==> src/rtl/fp_multiplier_if.sv <==
// Start/busy/valid/out_reg handshake shared by the FP multiplier and divider.
interface fp_multiplier_if #(
  parameter int unsigned width = 32
);
  logic             start;
  logic [width-1:0] multiplicand;
  logic [width-1:0] multiplier;
  logic             busy;
  logic             valid;
  logic [width-1:0] out_reg;

  modport master (
    output start, multiplicand, multiplier,
    input  busy, valid, out_reg
  );

  modport slave (
    input  start, multiplicand, multiplier,
    output busy, valid, out_reg
  );
endinterface

==> src/rtl/fp_multiplier.sv <==
// Sequential IEEE-754 single-precision multiplier (24-step shift-and-add).
// Optional round-to-nearest-even in NORMALIZE: define FP_MUL_ROUND_NEAREST_EN.
// Without it, results are truncated toward zero.
module fp_multiplier #(
  parameter int unsigned width = 32,
  parameter int unsigned ITER  = 24
) (
  input  logic           clk,
  input  logic           rst,
  fp_multiplier_if.slave bus
);

  localparam int unsigned CNT_W  = 5;
  localparam int unsigned MANT_W = 24;
  localparam int unsigned PROD_W = 48;
  localparam int unsigned EXP_W  = 10;

  localparam logic [1:0] IDLE      = 2'd0;
  localparam logic [1:0] COMPUTE   = 2'd1;
  localparam logic [1:0] NORMALIZE = 2'd2;
  localparam logic [1:0] FINAL     = 2'd3;

  logic [1:0]              state;
  logic [1:0]              next_state;
  logic                    sign;
  logic [MANT_W-1:0]       mcand;
  logic [MANT_W-1:0]       mplr;
  logic [PROD_W-1:0]       product;
  logic [CNT_W-1:0]        counter;
  logic signed [EXP_W-1:0] exp_sum;
  logic signed [EXP_W-1:0] exp_r;
  logic [22:0]             frac_r;

  logic [7:0]              exp_a_c;
  logic [7:0]              exp_b_c;
  logic [22:0]             frac_a_c;
  logic [22:0]             frac_b_c;
  logic                    sign_c;
  logic                    special_c;
  logic [width-1:0]        special_res_c;
  logic [22:0]             frac_n_c;
  logic signed [EXP_W-1:0] exp_n_c;

  assign exp_a_c  = bus.multiplicand[30:23];
  assign exp_b_c  = bus.multiplier[30:23];
  assign frac_a_c = bus.multiplicand[22:0];
  assign frac_b_c = bus.multiplier[22:0];
  assign sign_c   = bus.multiplicand[31] ^ bus.multiplier[31];

  // Classify operands: NaN, inf*0, inf, zero/subnormal, in priority order
  always_comb begin
    special_c     = 1'b1;
    special_res_c = '0;
    if ((exp_a_c == 8'hFF && frac_a_c != 23'h0) || (exp_b_c == 8'hFF && frac_b_c != 23'h0)) begin
      special_res_c = width'(32'h7FC00000);
    end else if ((exp_a_c == 8'hFF && exp_b_c == 8'h00) || (exp_b_c == 8'hFF && exp_a_c == 8'h00)) begin
      special_res_c = width'(32'h7FC00000);
    end else if (exp_a_c == 8'hFF || exp_b_c == 8'hFF) begin
      special_res_c = width'({sign_c, 8'hFF, 23'h0});
    end else if (exp_a_c == 8'h00 || exp_b_c == 8'h00) begin
      special_res_c = width'({sign_c, 31'h0});
    end else begin
      special_c = 1'b0;
    end
  end

`ifdef FP_MUL_ROUND_NEAREST_EN
  logic              guard_c;
  logic              sticky_c;
  logic              round_up_c;
  logic              carry_c;
  logic [22:0]       frac_rnd_c;
`endif

  // Pick the fraction window from the product's leading one; optionally round
  always_comb begin
    frac_n_c = product[45:23];
    exp_n_c  = exp_sum;
    if (product[47]) begin
      frac_n_c = product[46:24];
      exp_n_c  = exp_sum + 10'sd1;
    end
`ifdef FP_MUL_ROUND_NEAREST_EN
    guard_c    = product[47] ? product[23] : product[22];
    sticky_c   = product[47] ? (|product[22:0]) : (|product[21:0]);
    round_up_c = guard_c & (sticky_c | frac_n_c[0]);
    {carry_c, frac_rnd_c} = {1'b0, frac_n_c} + 24'(round_up_c);
    frac_n_c = frac_rnd_c;
    if (carry_c) begin
      exp_n_c = exp_n_c + 10'sd1;
    end
`endif
  end

  // State register
  always_ff @(posedge clk or posedge rst) begin
    if (rst) begin
      state <= IDLE;
    end else begin
      state <= next_state;
    end
  end

  // Next-state logic; special cases never leave IDLE
  always_comb begin
    next_state = state;
    case (state)
      IDLE:      if (bus.start && !special_c) next_state = COMPUTE;
      COMPUTE:   if (counter == CNT_W'(ITER - 1)) next_state = NORMALIZE;
      NORMALIZE: next_state = FINAL;
      FINAL:     next_state = IDLE;
      default:   next_state = IDLE;
    endcase
  end

  // Datapath and registered handshake outputs
  always_ff @(posedge clk or posedge rst) begin
    if (rst) begin
      bus.busy    <= 1'b0;
      bus.valid   <= 1'b0;
      bus.out_reg <= '0;
      sign        <= 1'b0;
      mcand       <= '0;
      mplr        <= '0;
      product     <= '0;
      counter     <= '0;
      exp_sum     <= '0;
      exp_r       <= '0;
      frac_r      <= '0;
    end else begin
      bus.valid <= 1'b0;
      case (state)
        IDLE: begin
          if (bus.start) begin
            sign <= sign_c;
            if (special_c) begin
              bus.out_reg <= special_res_c;
              bus.valid   <= 1'b1;
            end else begin
              mcand    <= {1'b1, frac_a_c};
              mplr     <= {1'b1, frac_b_c};
              product  <= '0;
              exp_sum  <= EXP_W'(exp_a_c) + EXP_W'(exp_b_c) - 10'sd127;
              counter  <= '0;
              bus.busy <= 1'b1;
            end
          end
        end
        COMPUTE: begin
          if (mplr[0]) begin
            product <= product + (PROD_W'(mcand) << counter);
          end
          mplr    <= mplr >> 1;
          counter <= counter + CNT_W'(1);
        end
        NORMALIZE: begin
          frac_r <= frac_n_c;
          exp_r  <= exp_n_c;
        end
        FINAL: begin
          if (exp_r >= 10'sd255) begin
            bus.out_reg <= width'({sign, 8'hFF, 23'h0});
          end else if (exp_r <= 10'sd0) begin
            bus.out_reg <= width'({sign, 31'h0});
          end else begin
            bus.out_reg <= width'({sign, exp_r[7:0], frac_r});
          end
          bus.valid <= 1'b1;
          bus.busy  <= 1'b0;
        end
        default: ;
      endcase
    end
  end

endmodule

==> src/flat_wrapper.sv <==
// flat-port wrapper written by rule: the top's interface ports become plain ports
module fp_multiplier_flat 
#(
  parameter int unsigned width = 32,
  parameter int unsigned ITER  = 24
)
  (clk, rst, bus_start, bus_multiplicand, bus_multiplier, bus_busy, bus_valid, bus_out_reg);
  fp_multiplier_if #(.width(width)) bus_i ();
  input  logic clk;
  input  logic rst;
  input wire logic [$bits(bus_i.start)-1:0] bus_start;
  input wire logic [$bits(bus_i.multiplicand)-1:0] bus_multiplicand;
  input wire logic [$bits(bus_i.multiplier)-1:0] bus_multiplier;
  output wire logic [$bits(bus_i.busy)-1:0] bus_busy;
  output wire logic [$bits(bus_i.valid)-1:0] bus_valid;
  output wire logic [$bits(bus_i.out_reg)-1:0] bus_out_reg;
  assign bus_i.start = bus_start;
  assign bus_i.multiplicand = bus_multiplicand;
  assign bus_i.multiplier = bus_multiplier;
  assign bus_busy = bus_i.busy;
  assign bus_valid = bus_i.valid;
  assign bus_out_reg = bus_i.out_reg;
  fp_multiplier #(.width(width), .ITER(ITER)) u_core (.clk(clk), .rst(rst), .bus(bus_i));
endmodule
==> config.mk <==
export PLATFORM = sky130hd
export DESIGN_NAME = fp_multiplier_flat
export DESIGN_NICKNAME = d
export VERILOG_FILES = /design/src/rtl/fp_multiplier_if.sv /design/src/rtl/fp_multiplier.sv /design/src/flat_wrapper.sv
export SDC_FILE = /design/constraint.sdc
export NUM_CORES = 1
export LEC_CHECK = 0
export CAP_MARGIN = 20
export CORE_UTILIZATION = 52
export DETAILED_ROUTE_END_ITERATION = 6
export DONT_BUFFER_PORTS = 1
export GPL_ROUTABILITY_DRIVEN = 0
export PLACE_DENSITY = 0.69
export SLEW_MARGIN = 30
export SYNTH_ARGS = -nofsm -noshare
export SYNTH_HDL_FRONTEND = slang
export SYNTH_SLANG_ARGS = --single-unit
==> constraint.sdc <==
create_clock -name clk -period 15.5 [get_ports clk]
set_input_delay 3.1 -clock clk [delete_from_list [all_inputs] [get_ports clk]]
set_output_delay 3.1 -clock clk [all_outputs]
set_load 0.02 [all_outputs]
==> flow_summary.yaml, run 1 <==
layout:
  nets: 1491
  diodes: 0
  largest_register_ffs: 48
  fillers: 2069
  syn2layout_area_growth_pct: 6.63
  final_core_utilization_pct: 56.8
  final_common_cell: "nand2_1"
  mostFrequentLayoutCells: "nand2_1 (252), dfrtp_1 (181), nor2_1 (112)"
  final_layout_size_suffix_gt1_share_pct: 6.85
critical_path:
  crit_type: "in -> reg"
  r2r_slack_ns: 10.69
  start_kind: "input pin"
  cp_slowest_stage_delay_ns: 0.96
  cp_max_fo: 32
  worstReg2RegStart: "u_core.counter[1]"
  crit_arrival_ns: 6.39
  cp.required_ns: 15.87
  path_common_cell: "nand2_1"
  r2r_cells: 14
  crit_buf_inv: 1
  end_kind: "register"
  path_delay_family: "simple AND/OR/NAND/NOR gates"
  crit_chain: "nand4_1 -> nor2_1 -> nor4_2 -> nand2_1 -> nand2_1 -> buf_4 -> nand2_1 -> nor2_1 -> and4b_1 -> or3_1"
  rr_endpoint: "u_core.product[43]"
  slowest_stage: "nor2_1"
yosys:
  ys_ff_latch: 181
  yosys.area_share.adder_pct: 6.72
  yosys.area_share.simple_pct: 17.8
  synth_top_area_share_pct: 37.3
  synth_area_um2: 12100
  syn_inst: 1416
  synth_xor_area_share_pct: 4.55
  muxShareOfSynthArea_pct: 8.08
  synth-seq-area-share_pct: 37.3
  yosys_warnings: 0
  synth_top_family_by_area: "compound AO/OA/AOI/OAI gates"
  ys_types: 72
  synth_area_per_cell_um2: 8.57
  synth_edf_count: 0
  synth_area_leaders: "dfrtp_1 (37%), nand2_1 (7.8%), ha_1 (6.4%), mux2i_1 (5.2%), a21oi_1 (4.1%)"
  ys.flop_type: "dfrtp_1"
  async_flop_share_pct: 100
  synth_compound_area_share_pct: 21.5
  syn-num-nets: 1547
  synth_top_area_cell: "dfrtp_1"
global_route:
  grt_pass1_wl_mm: 50.7
  track_usage_pct: 26.3
  busiest_layer: "met2"
  globalRouteMet3Util_pct: 4.01
  antenna_found_initial: 0
  grt_overflow: 0
  use_met2_pct: 43.4
  grt_pass1_vias: 9931
  grt_max_degree: 107
  grt_use_met1_pct: 35.7
floorplan:
  die-height_um: 155
  core_area_um2: 22800
  design.die.area_um2: 23900
  die_x_um: 155
  rows: 55
  start_util_pct: 53.3
  ioPinCount: 101
cts:
  cts_resized: 0
  cts_made_buffers: 17
  clk_latency_ns: 0.44
  hold_buffers: 0
  cts_setup_buffers: 0
  cts.sinks: 181
  cts_root_buffer: "clkbuf_16"
  cts_tree: "yes"
  clk_pin_slew_ns: 0.07
  cts.htree.levels: 4
  clockBufferDepth: 2
routing:
  routedWlPerCell_um: 17.9
  vias_per_cell: 6.13
  num_vias: 10300
  routed_wirelength_mm: 30.1
  first_pass_iters: 7
  ant_nets: 0
  drt_iter0_markers: 884
  drc: 0
job:
  cap_violations: 0
timing:
  fin_ws_ns: 9.48
  skew_ns: 0.0120
  drv_slew: 0
  setup_viol: 0
  fin_crit_sh_pct: 38.8
  setup_tns_ns: 0
  grt_setup_unrepaired: "false"
  max_freq_mhz: 166
  tightest_slew_ns: 0.979
  hold_viol_final: 0
  slew_headroom_pct: 34.5
  period_needed_ns: 6.02
hold_path:
  hold_class: "reg -> reg"
  hp-start: "u_core.product[3]"
  worstHoldEndpoint: "u_core.product[3]"
  holdPathStages: 2
status:
  status: "finished clean"
pwr:
  vdd.ir_drop.worst_mv: 0.118
  net-switching-power_uw: 1400
  pwr-share-comb_pct: 54.7
  p_leak_uw: 0.00565
  clockPowerShare_pct: 15.3
  intPower_uw: 1530
  pwr-share-seq_pct: 30.0
  power.density_nw_per_um2: 226
  swShare_pct: 47.7
placement:
  port_buffers: 0
  pre_cts_slack_ns: 9.14
  hpwl_mm: 21.9
## per-layer routing
metal  up-vias  routed length [um]
met1      4978               13900
met2       320               14300
met4         0                 563
met3        48                1400
li1       4987                   -
met5         -                   0
## synthesized netlist by cell type (all sizes together) (5+ instances only)
master and number:
nor2 113, and2 14, xnor2 30, a22o 36, nor4 14, clkbuf 58
nand3 24, mux4 8, and3 9, inv 32, dfrtp 181, a21o 31
mux2 15, or3 6, mux2i 63, o31ai 7, a31oi 34, or4 6
ha 62, a21oi 102, nand2 252, o21bai 8, o21ai 102, o22ai 40
nand4 25, nor3 12, xor2 33, a211oi 5, buf 32
## power by group through the flow
stage / clock, uW / combinational (uW) / sequential, uW
finish: 447 / 1600 / 879
global route: 474 / 1790 / 906
CTS: 457 / 1590 / 877
detailed placement: 0 / 1580 / 886
global placement: 0 / 1550 / 879
floorplan: 0 / 1280 / 825
## metrics by stage
stage | hold WS (ns) | power (uW) | instances | area [um^2]
6_report | 0.487 | 2930 | 1686 | 12900
2_1_floorplan | 0.450 | 2100 | 1416 | 12100
3_3_place_gp | 0.468 | 2430 | 1653 | 12300
4_1_cts | 0.494 | 2920 | 1685 | 12900
3_5_place_dp | 0.478 | 2470 | 1653 | 12300
5_1_grt | 0.518 | 3170 | 1686 | 12900
## final cells by class
cell class	count	area, um^2	area share (%)
clock inverter	11	131	1.02
sequential	181	4530	35.0
inverter	33	131	1.02
timing repair buffer	15	136	1.05
multi-input combinational	1112	7150	55.2
clock buffer	21	470	3.64
tap	313	392	3.03
## cell families after synthesis
group	Yosys count
AOI/OAI and AO/OA	407
DFF	181
and+or+nand+nor	492
buffers and inverters	123
muxes	86
adders and majority gates	64
xor gates and xnor gates	63
## worst max path at each step
stage / from / end / cells past startpoint
2_1_floorplan: rst / u_core.bus.busy / 1
3_3_place_gp: bus_multiplicand[29] / u_core.product[45] / 10
3_5_place_dp: bus_multiplicand[29] / u_core.product[45] / 10
4_1_cts: bus_multiplicand[29] / u_core.product[45] / 10
5_1_grt: bus_multiplier[25] / u_core.product[44] / 10
6_report: bus_multiplicand[29] / u_core.product[45] / 10
## worst min-delay path: stages (launching register included)
cell and delay (ns):
dfrtp_1 0.35, nand2_1 0.05, o21ai_0 0.06
Note: power is estimated with default switching activity, not from simulation.
==> run 2, diff against run 1 <==
--- a/config.mk
+++ b/config.mk
@@ -10,7 +10,7 @@
 export DETAILED_ROUTE_END_ITERATION = 6
 export DONT_BUFFER_PORTS = 1
 export GPL_ROUTABILITY_DRIVEN = 0
-export PLACE_DENSITY = 0.69
+export PLACE_DENSITY = 0.72
 export SLEW_MARGIN = 30
 export SYNTH_ARGS = -nofsm -noshare
 export SYNTH_HDL_FRONTEND = slang
==> constraint.sdc (replaced) <==
create_clock -name clk -period 5.4 [get_ports clk]
set_input_delay 1.08 -clock clk [delete_from_list [all_inputs] [get_ports clk]]
set_output_delay 1.08 -clock clk [all_outputs]
set_load 0.02 [all_outputs]
==> flow_summary.yaml, run 2 (same netlist as run 1, synthesis figures left out) <==
placement:
  hpwl_mm: 22.1
  port_buffers: 0
  placed_area_um2: 12300
layout:
  mostFrequentLayoutCells: "nand2_1 (252), dfrtp_1 (179), nor2_1 (111)"
  final_core_utilization_pct: 56.8
  final_cell_area_um2: 12900
  syn2layout_area_growth_pct: 6.71
  fillers: 2070
  nets: 1494
  final_layout_size_suffix_gt1_share_pct: 7.34
  final_common_cell: "nand2_1"
  largest_register_ffs: 48
  diodes: 0
pwr:
  pwr-share-comb_pct: 54.3
  net-switching-power_uw: 4070
  swShare_pct: 48.5
  vdd.ir_drop.worst_mv: 0.390
  power.density_nw_per_um2: 648
  pwr-share-seq_pct: 30.9
  clockPowerShare_pct: 14.8
  p_leak_uw: 0.00564
  intPower_uw: 4320
floorplan:
  die_x_um: 155
  core_area_um2: 22800
  ioPinCount: 101
  start_util_pct: 53.3
  rows: 55
  design.die.area_um2: 23900
  die-height_um: 155
critical_path:
  slowest_stage: "dfrtp_1"
  cp.required_ns: 5.72
  crit_type: "reg -> reg"
  cp_slowest_stage_delay_ns: 0.62
  r2r_cells: 14
  crit_chain: "buf_4 -> mux4_2 -> mux2i_1 -> mux2_2 -> nor2_1 -> ha_1 -> and3_1 -> and2_0 -> a221o_1 -> nor3b_2 -> o31ai_4 -> a311oi_2 -> nor4b_1 -> or3_1"
  cp_max_fo: 19
  crit_arrival_ns: 5.00
  start_kind: "register"
  cp.depth: 14
  path_delay_family: "simple AND/OR/NAND/NOR gates"
  r2r_slack_ns: 0.72
  crit_buf_inv: 1
  end_kind: "register"
routing:
  drc: 0
  wl_met2_mm: 13.7
  ant_nets: 0
  route.met3.wl_mm: 1.61
  drt_iter0_markers: 848
  routed_wirelength_mm: 30.2
  first_pass_iters: 6
  vias_per_cell: 6.11
  num_vias: 10300
  wl_met1_mm: 14.0
  routedWlPerCell_um: 17.9
  dr.max_layer_used: "met4"
cts:
  clk_pin_slew_ns: 0.08
  cts_setup_buffers: 0
  clockBufferDepth: 2
  cts_tree: "yes"
  clk_latency_ns: 0.44
  hold_buffers: 0
  cts.sinks: 181
  cts_resized: 0
  cts_made_buffers: 17
  cts_root_buffer: "clkbuf_16"
  cts.htree.levels: 4
global_route:
  track_usage_pct: 26.3
  grt_overflow: 0
  grt_pass1_wl_mm: 50.5
  grt_max_degree: 89
  antenna_found_initial: 0
  grt_pass1_vias: 9847
timing:
  max_freq_mhz: 214
  setup_tns_ns: 0
  period_needed_ns: 4.68
  grt_setup_unrepaired: "false"
  slew_headroom_pct: 40.8
  fin_hold_ws_ns: 0.473
  fin_crit_sh_pct: 86.7
  skew_ns: 0.0182
  drv_slew: 0
  hold_viol_final: 0
  setup_viol: 0
  tightest_slew_ns: 0.888
job:
  cap_violations: 0
hold_path:
  hold_class: "in -> async"
status:
  status: "finished clean"
run 2: cell types whose count changed in the layout (fill, tap and decap cells not counted), sizes merged:
cell / delta
clkinvlp: +3
clkinv: +4
bufinv: -1
buf: +3
clkbuf: -4
inv: -2
run 2: worst paths after layout:
check                                   from                      to
max                        u_core.counter[0]      u_core.product[45]
min                                      rst       u_core.exp_sum[6]
max reg2reg                u_core.counter[0]      u_core.product[45]
min reg2reg                u_core.frac_r[15]  u_core.bus.out_reg[15]
max in group asynchronous                rst        u_core.frac_r[4]
min in group clk           u_core.frac_r[15]  u_core.bus.out_reg[15]
run 2: metrics by stage:
step | power [uW] | setup WS, ns | std cells
after floorplan | 6030 | 1.19 | 1416
after global placement | 6950 | 0.854 | 1656
after detailed placement | 7080 | 0.710 | 1656
after CTS | 8360 | 0.697 | 1688
after global routing | 9080 | 0.387 | 1689
final | 8390 | 0.721 | 1689
run 2: layout make-up:
type	count	area [um^2]	area share, %
Multi-Input combinational cell	1112	7150	55.2
Sequential cell	181	4530	35.0
Clock buffer	17	425	3.29
Tap cell	313	392	3.03
Clock inverter	15	161	1.25
Timing Repair Buffer	18	160	1.24
Inverter	33	128	0.986
run 2: power by group through the flow:
stage | sequential (uW) | combinational (uW) | clock, uW
finish | 2590 | 4550 | 1240
detailed placement | 2610 | 4470 | 0
floorplan | 2370 | 3670 | 0
global route | 2680 | 5090 | 1320
global placement | 2580 | 4370 | 0
CTS | 2580 | 4510 | 1260
run 2: layer usage:
metal	track usage (%)	vias to the layer above
met3	4.37	53
met5	0	-
met2	41.4	350
met4	9.34	0
met1	36.4	4923
li1	-	5000
